[config.mk]
export PLATFORM = sky130hd
export DESIGN_NAME = rr_arbiter8
export DESIGN_NICKNAME = d
export VERILOG_FILES = /design/src/rtl/rr_arbiter8.sv
export SDC_FILE = /design/constraint.sdc
export NUM_CORES = 1
export LEC_CHECK = 0
export ABC_CLOCK_PERIOD_IN_PS = 3400
export BUFFER_PORTS_ARGS = -buffer_cell sky130_fd_sc_hd__buf_2
export CORE_MARGIN = 2
export CORE_UTILIZATION = 35
export DETAILED_ROUTE_END_ITERATION = 6
export PLACE_DENSITY = 0.58
export SLEW_MARGIN = 40
export SYNTH_ARGS = -nofsm -noshare
export SYNTH_HDL_FRONTEND = slang
export SYNTH_SLANG_ARGS = --single-unit
[constraint.sdc]
create_clock -name clk -period 3.4 [get_ports clk]
set_clock_uncertainty 0.15 [all_clocks]
set_input_delay 0.51 -clock clk [delete_from_list [all_inputs] [get_ports clk]]
set_output_delay 0.51 -clock clk [all_outputs]
set_load 0.01 [all_outputs]
[src/rtl/rr_arbiter8.sv]
// rr_arbiter8: eight-requester round-robin arbiter with a registered index/one-hot grant.
// The grant is held until done, until the owner withdraws its request, or, when the
// RR_ARB8_TIMEOUT_EN macro is defined, until MAX_HOLD grant cycles have elapsed.
// The default build has no hold counter, and tmo is constant 0.
module rr_arbiter8 #(
  parameter int unsigned MAX_HOLD = 16
) (
  input  logic       clk,
  input  logic       rst,
  input  logic       en,
  input  logic [7:0] req,
  input  logic       done,
  output logic       gnt_vld,
  output logic [2:0] gnt_idx,
  output logic [7:0] gnt,
  output logic       tmo
);

  typedef enum logic {IDLE, GRANT} state_t;

  state_t     state;
  logic [2:0] ptr;
  logic [7:0] rot;
  logic [2:0] off;
  logic [2:0] win;
  logic [7:0] win_oh;
  logic       any;
  logic       hold_exp;
  logic       rel;

  // Rotate requests so that ptr sits at bit 0, take the lowest set bit, then rotate back.
  always_comb begin
    rot = 8'({req, req} >> ptr);
    any = |req;
    off = 3'd0;
    for (int i = 7; i >= 0; i--)
      if (rot[i]) off = 3'(i);
    win = ptr + off;
  end

  // One-hot decode of the winner, so that gnt is loaded on the same edge as gnt_idx.
  for (genvar i = 0; i < 8; i++) begin : g_dec
    assign win_oh[i] = (win == 3'(i));
  end

`ifdef RR_ARB8_TIMEOUT_EN
  logic [7:0] hold_cnt;

  assign hold_exp = (hold_cnt == 8'(MAX_HOLD - 1));

  // The hold counter sits at 0 while idle and counts grant cycles. tmo flags a forced drop.
  always_ff @(posedge clk) begin
    if (rst) begin
      hold_cnt <= 8'd0;
      tmo      <= 1'b0;
    end else begin
      tmo      <= (state == GRANT) && hold_exp;
      hold_cnt <= (state == GRANT) ? hold_cnt + 8'd1 : 8'd0;
    end
  end
`else
  assign hold_exp = 1'b0;
  assign tmo      = 1'b0;
`endif

  // Release causes are ORed: done, owner withdrawal, or an expired hold.
  assign rel = done | ~req[gnt_idx] | hold_exp;

  // Two-state FSM. Outputs are registered, and gnt_idx and ptr survive a release.
  always_ff @(posedge clk) begin
    if (rst) begin
      state   <= IDLE;
      ptr     <= 3'd0;
      gnt_vld <= 1'b0;
      gnt_idx <= 3'd0;
      gnt     <= 8'd0;
    end else begin
      case (state)
        IDLE: if (en && any) begin
          state   <= GRANT;
          gnt_vld <= 1'b1;
          gnt_idx <= win;
          gnt     <= win_oh;
          ptr     <= win + 3'd1;
        end
        GRANT: if (rel) begin
          state   <= IDLE;
          gnt_vld <= 1'b0;
          gnt     <= 8'd0;
        end
        default: state <= IDLE;
      endcase
    end
  end

endmodule

==> metrics.cfg <==
[run_status]
outcome = finished, final reports clean

[timing]
finalCritPeriodShare_pct = 95.3
min_period_ps = 3240
tns_ps = 0
slew_headroom_pct = 46.5
max_freq_ghz = 0.309
setup_viol = 0
worst_slew_pin_slew_ps = 800
layout_setup_ws_ps = 159
slew_violations = 0
hold_viol = 0

[min_path]
worstHoldPathType = flip-flop to flip-flop

[global_routing]
grt_pass1_vias = 1063
antenna_found_initial = 0
grt_max_degree = 18
grt_first_pass_wirelength_mm = 4.92
track_usage_pct = 14.5
overflow = 0

[pwr]
leakagePower_nw = 0.670
power.density_mw_per_mm2 = 750
fin_total_pwr_mw = 1.22
ir_worst_vdd_uv = 388

[logic_synthesis]
syn_nets = 157
synth_compound_area_share_pct = 17.7
synth_top_family_by_area = multiplexers
synthesis.area_mm2 = 0.00133
synth_cell_types = 31
ys_seq_area_share_pct = 24.1
syn_inst = 138
synth.mux.area_fraction_pct = 32.7
synth-adder-area-share_pct = 7.16
ys_warn_count = 0
synthXorXnorAreaFrac_pct = 1.88
ys_seq_elements = 16
synth-simple-area-share_pct = 10.7
syn_area_per_cell_um2 = 9.63

[cts]
root_buffer = clkbuf_8
cts_tree = built
cts_sinks = 16
cts-buffers-inserted = 3
clkTransAtPathRegs_ps = 60
cts_buffer_depth = 2
cts_max_level = 1
hold_buffers = 0
clock_latency_ps = 240

[placed_design]
place.port_buffers = 23
place.gp.congestion = 0.944
pre_cts_slack_ps = -82.4
dp_hpwl_mm = 2.42

[layout]
areaGrowthSynthToFinish_pct = 22.3
nNetsFinal = 187
layout_commonest_cell = buf_2
drive_gt1_share_pct = 40.1
layout_common_cells = buf_2 (23), nor2_1 (19), dfxtp_1 (14), a21oi_1 (13)
diodes = 0
n_fill_cell = 362
fin_util_pct = 44.4

[critical_path]
start_kind = flip-flop
arrival_ps = 3220
cp.required_ps = 3380
end_kind = flip-flop
path_max_fanout = 5
crit_type = flip-flop to flip-flop

[floorplan]
start_util_pct = 36.3
ioPinCount = 25
fp.dieArea_mm2 = 0.00431
rows = 22
die_w_um = 65.6
dieHeight_um = 65.6
core_area_mm2 = 0.00366

[routing]
drc_errors = 0
postRouteWirelength_mm = 3.07
firstDrtPassIters = 4
viasPerCell = 5.43
drt_iter0_drc = 46
vias = 1167
wl_per_cell_um = 14.3
ant_nets = 0

[run]
cap_viol_max_count = 0

[layout make-up]
| type | instances | area (µm²) | area share, % |
|---|---|---|---|
| well taps | 48 | 60.1 | 3.70 |
| multi-input cells | 105 | 957 | 58.9 |
| repair buffers | 34 | 198 | 12.2 |
| flip-flops and latches | 16 | 325 | 20.0 |
| inverters | 8 | 30.0 | 1.85 |
| clock buffers | 4 | 55.1 | 3.39 |
[path summary, 6_finish.rpt]
kind         startpoint      to  slack, ps  depth (start not counted)
max reg2reg      ptr[1]  ptr[2]        160                         15
min reg2reg      gnt[5]  gnt[5]        310                          1
min              gnt[5]  gnt[5]        310                          1
max              ptr[1]  ptr[2]        160                         15
[through the flow]
| step | instance area (µm²) | cells | hold WS (ps) |
|---|---|---|---|
| 6_report | 1630 | 215 | 313 |
| 5_1_grt | 1630 | 215 | 330 |
| 4_1_cts | 1600 | 215 | 316 |
| 3_5_place_dp | 1540 | 211 | 301 |
| 3_3_place_gp | 1540 | 211 | 295 |
| 2_1_floorplan | 1330 | 138 | 314 |
[sequential cells by signal, indices dropped and copies added, names as in the netlist]
| signal | count |
|---|---|
| gnt_idx | 3 |
| gnt | 8 |
| ptr | 3 |
| state | 1 |
| gnt_vld | 1 |
[power by group]
group / total [mW] / leakage (nW) / internal [mW] / switching [mW]
Sequential: 0.283 / 0.132 / 0.233 / 0.0494
Combinational: 0.773 / 0.510 / 0.389 / 0.384
Clock: 0.164 / 0.0288 / 0.102 / 0.0611
Total: 1.22 / 0.670 / 0.725 / 0.495
[routing by layer]
layer  GRT usage (%)  vias up  share of wire [%]
li1                -      576                  -
met1            20.8      572                 46
met2            24.1       19                 50
met3            1.54        0                3.6
met4            2.34        0                  0
met5               0        -                  0
[critical path, cell delays in order (launching register included)]
cell and delay [ps]:
dfxtp_4 370, mux2_2 350, mux2i_2 200, buf_4 150, nand2b_1 50, a21oi_1 140, o21ai_0 110, a21oi_1 150
ha_1 150, inv_1 50, fa_2 530, inv_1 60, ha_1 200, ha_1 280, a21oi_1 120, nor2_1 60
[cell families (layout without fill, tap and decap cells)]
kind of cell	count (synthesis)	in the layout
DFF	16	16
xor gates and xnor gates	2	2
adders and majority gates	7	7
other	1	1
muxes	29	29
and+or+nand+nor	32	32
AOI/OAI and AO/OA	34	34
buffers and inverters	17	46
[cells in the mapped netlist]
master	n	share of area, %
mux4_2	11	19
nand2b_1	2	0.94
a21oi_1	13	4.9
clkbuf_1	6	1.7
nand3b_1	1	0.57
a41oi_1	1	0.66
nor3b_1	1	0.57
xnor2_2	1	1.2
xnor2_1	1	0.66
a211oi_2	1	0.94
fa_1	1	1.5
mux2_2	5	4.2
a32o_1	7	5.3
dfxtp_1	16	24
o21ai_0	4	1.5
a211oi_1	5	2.8
mux2i_1	13	9.8
nand2_1	4	1.1
a31oi_1	2	0.94
nor2b_1	2	0.94
ha_1	6	5.6
inv_2	3	0.85
nor3_1	1	0.38
buf_4	2	1.1
o311ai_0	1	0.66
nand3_1	1	0.38
buf_2	1	0.38
nor2_1	19	5.4
inv_1	5	1.4
conb_1	1	0.28
or2_2	1	0.47
[timing repair]
action                                  in CTS  in global routing
gates resized for setup                      0                  9
endpoints found under the setup margin       0                 10
buffers inserted                             0                  0
Note: power is estimated with default switching activity, not from simulation.
